===== config.mk =====
export PLATFORM = sky130hd
export DESIGN_NAME = instr_sequencer
export DESIGN_NICKNAME = d
export VERILOG_FILES = /design/src/rtl/instr_sequencer.sv
export SDC_FILE = /design/constraint.sdc
export NUM_CORES = 1
export LEC_CHECK = 0
export ABC_CLOCK_PERIOD_IN_PS = 4900
export CORE_MARGIN = 4
export CORE_UTILIZATION = 59
export CTS_CLUSTER_SIZE = 24
export DETAILED_ROUTE_END_ITERATION = 7
export GPL_TIMING_DRIVEN = 0
export PLACE_DENSITY_LB_ADDON = 0.3
export SLEW_MARGIN = 0
export SYNTH_ARGS = -nofsm -noshare
export SYNTH_HDL_FRONTEND = slang
export SYNTH_SLANG_ARGS = --single-unit

===== constraint.sdc =====
create_clock -name clk -period 4.9 [get_ports clk]
set_input_delay 0.98 -clock clk [delete_from_list [all_inputs] [get_ports clk]]
set_output_delay 0.98 -clock clk [all_outputs]
set_load 0.005 [all_outputs]

===== src/rtl/instr_sequencer.sv =====
// Instruction sequencer: buffers a short program of 32-bit instruction words
// and replays it to a processor one word per cycle. It captures each result a
// fixed latency later, tags it with the buffer index of its instruction, and
// counts results flagged invalid.
//
// Ports
//   clk, rst_n                  clock, asynchronous active-low reset
//   load_valid/load_instr       offer a word for the program buffer
//   load_ready                  buffer accepts a word this cycle
//   clear                       empty the buffer (idle only)
//   start                       replay the buffered program (idle only)
//   busy, done                  run in progress / one-cycle end-of-run pulse
//   instr                       registered instruction to the processor
//   result_in, invalid_in       processor response, RES_LAT cycles after instr
//   res_valid/data/invalid/index captured response and its buffer index
//   invalid_count               invalid responses in the current/last run
//
// state  | meaning
// -------+---------------------------------------------------------------
// IDLE   | accepts loads, clear and start
// ISSUE  | drives buf[pc] on instr, one entry per cycle
// DRAIN  | waits for the outstanding results to be presented
// DONE   | single-cycle done pulse, then back to IDLE
module instr_sequencer #(
    parameter int DEPTH   = 16,
    parameter int RES_LAT = 1
) (
    input  logic                       clk,
    input  logic                       rst_n,
    input  logic                       load_valid,
    input  logic [31:0]                load_instr,
    output logic                       load_ready,
    input  logic                       clear,
    input  logic                       start,
    output logic                       busy,
    output logic                       done,
    output logic [31:0]                instr,
    input  logic [31:0]                result_in,
    input  logic                       invalid_in,
    output logic                       res_valid,
    output logic [31:0]                res_data,
    output logic                       res_invalid,
    output logic [$clog2(DEPTH)-1:0]   res_index,
    output logic [$clog2(DEPTH):0]     invalid_count
);

    localparam int AW = $clog2(DEPTH);
    localparam int CW = AW + 1;
    localparam logic [CW-1:0] FULL = CW'(DEPTH);

    typedef enum logic [1:0] {S_IDLE, S_ISSUE, S_DRAIN, S_DONE} state_t;

    state_t          state, state_nxt;
    logic [31:0]     mem [DEPTH];
    logic [CW-1:0]   count, count_nxt;
    logic [AW-1:0]   pc;
    logic            load_acc;
    logic            last_issue;
    logic            run_start;
    logic [31:0]     first_word;
    logic [RES_LAT-1:0] vld_pipe;
    logic [AW-1:0]   idx_pipe [RES_LAT];

    assign load_ready = (state == S_IDLE) && (count < FULL);
    // clear has priority: a word offered in the same cycle is not written.
    assign load_acc   = load_valid && load_ready && !clear;
    assign last_issue = ({1'b0, pc} == (count - CW'(1)));

    always_comb begin
        count_nxt = count;
        if (state == S_IDLE) begin
            if (clear)
                count_nxt = '0;
            else if (load_acc)
                count_nxt = count + CW'(1);
        end
    end

    // A word accepted on the start edge belongs to the run, so the empty test
    // uses the post-edge count. When the buffer was empty that word is not in
    // mem yet and is forwarded straight to instr.
    assign run_start  = (state == S_IDLE) && start;
    assign first_word = (count == '0) ? load_instr : mem[0];

    always_comb begin
        state_nxt = state;
        busy      = 1'b0;
        done      = 1'b0;
        case (state)
            S_IDLE: begin
                if (start)
                    state_nxt = (count_nxt == '0) ? S_DONE : S_ISSUE;
            end
            S_ISSUE: begin
                busy = 1'b1;
                if (last_issue)
                    state_nxt = S_DRAIN;
            end
            S_DRAIN: begin
                busy = 1'b1;
                // The final result is on res_* while the pipeline is empty.
                if (vld_pipe == '0)
                    state_nxt = S_DONE;
            end
            S_DONE: begin
                done      = 1'b1;
                state_nxt = S_IDLE;
            end
            default: state_nxt = S_IDLE;
        endcase
    end

    always_ff @(posedge clk or negedge rst_n) begin
        if (!rst_n)
            state <= S_IDLE;
        else
            state <= state_nxt;
    end

    always_ff @(posedge clk) begin
        if (load_acc)
            mem[count[AW-1:0]] <= load_instr;
    end

    always_ff @(posedge clk or negedge rst_n) begin
        if (!rst_n) begin
            count         <= '0;
            pc            <= '0;
            instr         <= '0;
            res_valid     <= 1'b0;
            res_data      <= '0;
            res_invalid   <= 1'b0;
            res_index     <= '0;
            invalid_count <= '0;
            vld_pipe      <= '0;
            for (int i = 0; i < RES_LAT; i++)
                idx_pipe[i] <= '0;
        end else begin
            count <= count_nxt;
            instr <= '0;
            if (run_start && (state_nxt == S_ISSUE)) begin
                pc    <= '0;
                instr <= first_word;
            end else if ((state == S_ISSUE) && !last_issue) begin
                pc    <= pc + 1'b1;
                instr <= mem[pc + 1'b1];
            end

            vld_pipe[0] <= (state == S_ISSUE);
            idx_pipe[0] <= pc;
            for (int i = 1; i < RES_LAT; i++) begin
                vld_pipe[i] <= vld_pipe[i-1];
                idx_pipe[i] <= idx_pipe[i-1];
            end

            res_valid <= vld_pipe[RES_LAT-1];
            if (vld_pipe[RES_LAT-1]) begin
                res_data    <= result_in;
                res_invalid <= invalid_in;
                res_index   <= idx_pipe[RES_LAT-1];
                if (invalid_in)
                    invalid_count <= invalid_count + 1'b1;
            end

            // The pipeline is always empty in IDLE, so this never races a capture.
            if (run_start)
                invalid_count <= '0;
        end
    end

endmodule


==> results of run 1 <==
[critical path, delay by kind of cell (launching register included)]
kind,cells,cell delay [ns]
mux,1,0.19
flops,1,0.48
buf+inv,3,1.52
xor+xnor,1,0.15
fa+ha+maj,1,0.24
compound gates,1,0.22
simple gates,2,0.57
[cell usage after synthesis, types with 5 or more instances]
library cell  count
edfxtp_1        512
mux4_2          128
dfrtp_1          91
nand2_1          75
nand3_1          69
mux2i_1          66
clkbuf_1         42
mux2_2           36
o22a_1           31
nor2_1           22
buf_1            11
buf_2            11
ha_1             11
inv_1            10
xor2_1           10
nor3_1            7
xnor2_1           7
a21oi_1           5
buf_6             5
[registers in the layout, indices dropped and copies added (netlist names)]
name / flops
idx_pipe: 4
res_valid: 1
invalid_count: 5
count: 5
state: 2
pc: 4
vld_pipe: 1
res_invalid: 1
instr: 32
mem: 512
res_data: 32
res_index: 4
[layout by cell type, fill, tap and decap left out, types with 12 or more instances in the layout]
| master | count |
|---|---|
| mux2_2 | 36 |
| buf_6 | 17 |
| clkdlybuf4s50_1 | 146 |
| mux2i_1 | 66 |
| nor2_4 | 12 |
| clkbuf_1 | 54 |
| nand2_1 | 75 |
| buf_12 | 12 |
| mux4_2 | 128 |
| clkinv_1 | 17 |
| o22a_1 | 31 |
| nand3_1 | 69 |
| dfrtp_1 | 91 |
| clkbuf_16 | 59 |
| edfxtp_1 | 512 |
[worst max path at each step]
stage,startpoint,endpoint,slack [ns]
3_5_place_dp,clear,instr[5],0.97
5_1_grt,count[0],instr[11],1.21
6_report,count[0],instr[11],1.45
2_1_floorplan,clear,mem[3][0],0.72
4_1_cts,pc[1],instr[24],1.50
3_3_place_gp,clear,mem[0][9],-2.46
[through the flow]
stage / cells / utilization [%] / hold slack, ns / total power, W / worst slack [ns]
2_1_floorplan: 1184 / - / 0.349 / 0.0102 / 0.718
3_3_place_gp: 1849 / 65.7 / 0.354 / 0.0123 / -2.46
3_5_place_dp: 1877 / 67.0 / 0.361 / 0.0124 / 0.973
4_1_cts: 1985 / 71.8 / 0.314 / 0.0168 / 1.50
5_1_grt: 1985 / 71.8 / 0.331 / 0.0175 / 1.21
6_report: 1985 / 71.8 / 0.315 / 0.0167 / 1.45
[kinds of logic after synthesis]
group | count (synthesis) | share of synthesized area (%)
DFF | 603 | 75.0
muxes | 230 | 16.8
and+or+nand+nor | 191 | 3.71
buffers and inverters | 79 | 1.48
AOI/OAI and AO/OA | 52 | 1.77
xor gates and xnor gates | 18 | 0.733
adders and majority gates | 11 | 0.584
[layer usage]
layer	global-route usage [%]	up-vias	part of all wire, %
met1	36.1	6421	38
met4	9.01	0	3.5
li1	-	5234	-
met3	4.59	132	9.4
met5	0	-	0
met2	40.7	777	49
[report_power, final]
part	internal (W)	switching [W]	total [W]
Combinational	0.00287	0.00341	0.00628
Sequential	0.00595	0.000180	0.00613
Clock	0.00249	0.00183	0.00432
[layout make-up]
class	count	area, um2	area share, %
clock inverter	31	241	0.861
timing repair buffer	175	1900	6.78
buffer	69	310	1.11
multi-input combinational	502	5660	20.2
clock buffer	77	1600	5.72
tap	518	648	2.31
inverter	10	37.5	0.134
sequential	603	17700	62.9
==> impl_metrics.tcl, run 1 <==
set metrics [dict create \
    status "finished clean" \
    startpoint_type "flop" \
    finClkSkew_ns 0.0114 \
    grt_usage_pct 25.4 \
    fp-row-count 72 \
    path_class "flop to flop" \
    cts.sinks 603 \
    fmax_mhz 290 \
    design.core.area_um2 39100 \
    hold_violations 0 \
    syn2layout_area_growth_pct 19.1 \
    ios 148 \
    grt_overflow 0 \
    hpwl_um 33800 \
    antenna_found_initial 0 \
    synth_area_per_cell_um2 19.9 \
    cts_tree "built" \
    r2r-start "count[0]" \
    finalCriticalPeriod_ns 3.45 \
    crit_path_max_fanout 10 \
    num_vias 12600 \
    ctsHoldBuffers 0 \
    yosys_warnings 0 \
    cts_setup_buffers 0 \
    synth_top_area_cell "edfxtp_1" \
    grt_pass1_vias 13000 \
    cts_buffers 57 \
    synth_top_area_share_pct 65.3 \
    end_kind "flop" \
    synth_edf_count 512 \
    synth_seq_cells 603 \
    diodes 0 \
    drive_gt1_share_pct 20.9 \
    portBuffers 147 \
    routed_via_density 6.33 \
    synth_ff_type "edfxtp_1" \
    crit_arrival_ns 3.97 \
    die-area_um2 43200 \
    clk_path_buf_depth 3 \
    netlist_instances 1184 \
    drt-total-wl_um 54300 \
    min_path_type "input pin to async pin" \
    drv_slew 0 \
    ys_top_cells_by_area "edfxtp_1, mux4_2, dfrtp_1" \
    async_flop_share_pct 15.1 \
    nFillCells 2271 \
    wl_per_cell_um 27.4 \
    cts_resized 0 \
    clk_pin_slew_ns 0.07 \
    place_congestion 0.808 \
    clockRootBuffer "clkbuf_16" \
    leakagePower_nw 9.44 \
    start_util_pct 60.2 \
    r2r-end "instr[11]" \
    clk_latency_ns 0.61 \
    postRouteAntennaNets 0 \
    layout.nets 1499 \
    drc 0 \
    required_ns 5.42 \
    crit_slowest_cell "clkbuf_1" \
    maxSlewHeadroom_pct 23.0 \
    fp.dieW_um 208 \
    rsz0062_at_grt "false" \
    cts_max_level 2 \
    drtIter0Drc 1568 \
    setup_viol 0 \
    grt_start_max_net_pins 68 \
    p_per_area_nw_per_um2 597 \
    grt_pass1_wl_um 82500 \
    synth.distinct_cells 39 \
    syn-num-nets 1265 \
    cpMostUsedCell "clkbuf_1" \
    drt_pass1_iterations 7 \
    die_y_um 208 \
    peakVddDrop_uv 621 \
    min_period_over_period_pct 70.3 \
    placed_cell_area_um2 26200 \
    reg2reg_slack_ns 1.45 \
    crit_path_max_incr_delay_ns 0.73 \
    r2r_cells 9 \
    synth_area_um2 23500 \
    ys_seq_area_share_pct 75.0 \
    stdcell_area_um2 28100 \
    worst_pin_slew_ns 1.16 \
    setup_tns_ns 0 \
    cap_violations 0 \
    cp_cell_sequence "inv_1 > ha_1 > nor3b_1 > xnor2_1 > a31oi_1 > clkbuf_1 > clkbuf_1 > nand3_1 > mux2i_1" \
]
Note: power is estimated with default switching activity, not from simulation.
==> inputs of run 2 (changes only) <==
Settings changed: ABC_CLOCK_PERIOD_IN_PS 4900 to 2760, CORE_UTILIZATION 59 to 53.
Clock period 4.9 ns to 2.76 ns, I/O delays scaled along.
==> impl_metrics.tcl, run 2 (synthesis gave the netlist of run 1 again) <==
set metrics [dict create \
    status "finished clean" \
    clk_path_buf_depth 3 \
    setup_tns_ns 0 \
    wl_per_cell_um 25.5 \
    finClkSkew_ns 0.00928 \
    highest_layer "met4" \
    startpoint_type "flop" \
    min_period_over_period_pct 98.3 \
    cts.sinks 603 \
    portBuffers 147 \
    cts_tree "built" \
    fp.dieW_um 219 \
    finalCriticalPeriod_ns 2.71 \
    die_y_um 219 \
    layout_common_cells "edfxtp_1, clkdlybuf4s50_1, mux4_2" \
    cap_violations 0 \
    leakagePower_nw 9.77 \
    start_util_pct 54.2 \
    cts_max_level 2 \
    r2r_cells 8 \
    grt_pass1_vias 12800 \
    dr_wl_met3_um 3940 \
    required_ns 3.27 \
    ios 148 \
    layout.cells.most_common "edfxtp_1" \
    syn2layout_area_growth_pct 22.5 \
    grt_start_max_net_pins 56 \
    end_kind "flop" \
    p_per_area_nw_per_um2 1050 \
    reg2reg_slack_ns 0.05 \
    clockRootBuffer "clkbuf_16" \
    largest_register_ffs 512 \
    nFillCells 2819 \
    drc 0 \
    min_path_type "flop to flop" \
    met2_length_um 26500 \
    crit_path_max_fanout 10 \
    crit_arrival_ns 3.22 \
    fmax_mhz 369 \
    grt_usage_pct 22.3 \
    grt_pass1_wl_um 79500 \
    cts_buffers 59 \
    finalPower_w 0.0304 \
    worst_hold_path.num_cells 0 \
    peakVddDrop_uv 652 \
    drtIter0Drc 1131 \
    clk_pin_slew_ns 0.06 \
    die-area_um2 47900 \
    regArea_um2 17700 \
    hpwl_um 34400 \
    drt_pass1_iterations 5 \
    met1_length_um 21000 \
    drt-total-wl_um 52700 \
    maxSlewHeadroom_pct 44.3 \
    antenna_found_initial 0 \
    routed_via_density 5.92 \
    setup_viol 0 \
    r2r-start "pc[1]" \
    r2r-end "instr[21]" \
    place_congestion 0.755 \
    num_vias 12200 \
    min_to "res_valid" \
    stdcell_area_um2 28900 \
    grt_overflow 0 \
    layout.nets 1512 \
    rsz0062_at_grt "true" \
    min_from "vld_pipe" \
    clk_latency_ns 0.60 \
    diodes 0 \
    worst_pin_slew_ns 0.835 \
    multi_input_area_um2 5870 \
    hold_violations 0 \
    path_class "flop to flop" \
    design.core.area_um2 43500 \
    drive_gt1_share_pct 25.6 \
    postRouteAntennaNets 0 \
    placed_cell_area_um2 26400 \
    fp-row-count 76 \
    drv_slew 0 \
]
[run 2: cell count changes in the layout (fill, tap and decap cells not counted), sizes merged]
cell,before,now
clkdlybuf4s15,0,4
dlygate4sd3,0,1
clkinv,26,7
buf,56,61
bufinv,4,2
clkbuf,119,144
[run 2: worst max path at each step]
stage               slack [ns]  startpoint         end
floorplan                -0.43    state[0]  mem[11][0]
global placement         -2.66       rst_n    instr[6]
detailed placement       -0.68       pc[1]    instr[4]
CTS                      0.002       pc[1]    instr[0]
global route             -0.01    state[1]    instr[6]
finish                    0.05       pc[1]   instr[21]
[run 2: report_power, final]
| group | switching [W] | internal, W | total (W) | leakage [nW] |
|---|---|---|---|---|
| clock network | 0.00326 | 0.00466 | 0.00791 | 0.948 |
| registers | 0.000310 | 0.0106 | 0.0109 | 5.75 |
| logic | 0.00607 | 0.00556 | 0.0116 | 3.07 |
[run 2: per-stage QoR]
step | utilization (%) | worst slack [ns] | hold slack [ns] | instances
global placement | 59.3 | -2.66 | 0.358 | 1916
floorplan | - | -0.434 | 0.256 | 1184
CTS | 65.7 | 0.00160 | 0.371 | 2051
global route | 66.4 | -0.0148 | 0.390 | 2066
detailed placement | 60.7 | -0.683 | 0.358 | 1937
finish | 66.4 | 0.0467 | 0.371 | 2066
[run 2: final cells by class]
| class | instances | area share [%] |
|---|---|---|
| plain buffers | 67 | 1.44 |
| clock buffers | 101 | 6.33 |
| clock inverters | 10 | 0.364 |
| inverters | 10 | 0.130 |
| multi-input cells | 502 | 20.3 |
| flip-flops and latches | 603 | 61.2 |
| well taps | 585 | 2.54 |
| repair buffers | 188 | 7.69 |
[run 2: timing repair]
item | 4_1_cts | 5_1_grt
gates cloned | 0 | 1
setup buffers | 3 | 15
endpoints found under the hold margin | 36 | 0
hold buffers | 1 | 0
endpoints found under the setup margin | 241 | 133
pin swaps | 0 | 9
gates resized for setup | 56 | 41
[run 2: metal layers]
| layer | vias to the layer above | GRT usage, % |
|---|---|---|
| met5 | - | 0 |
| met4 | 0 | 6.57 |
| li1 | 5250 | - |
| met3 | 90 | 4.53 |
| met1 | 6373 | 30.3 |
| met2 | 517 | 37.3 |
[run 2: critical path, cell delays in order (launching register included)]
cell      delay (ns)
dfrtp_1         0.47
ha_2            0.33
xor2_4          0.32
clkbuf_2        0.37
clkbuf_1        0.52
nand2_1         0.10
nand3_1         0.16
nand3_1         0.14
mux2i_1         0.20
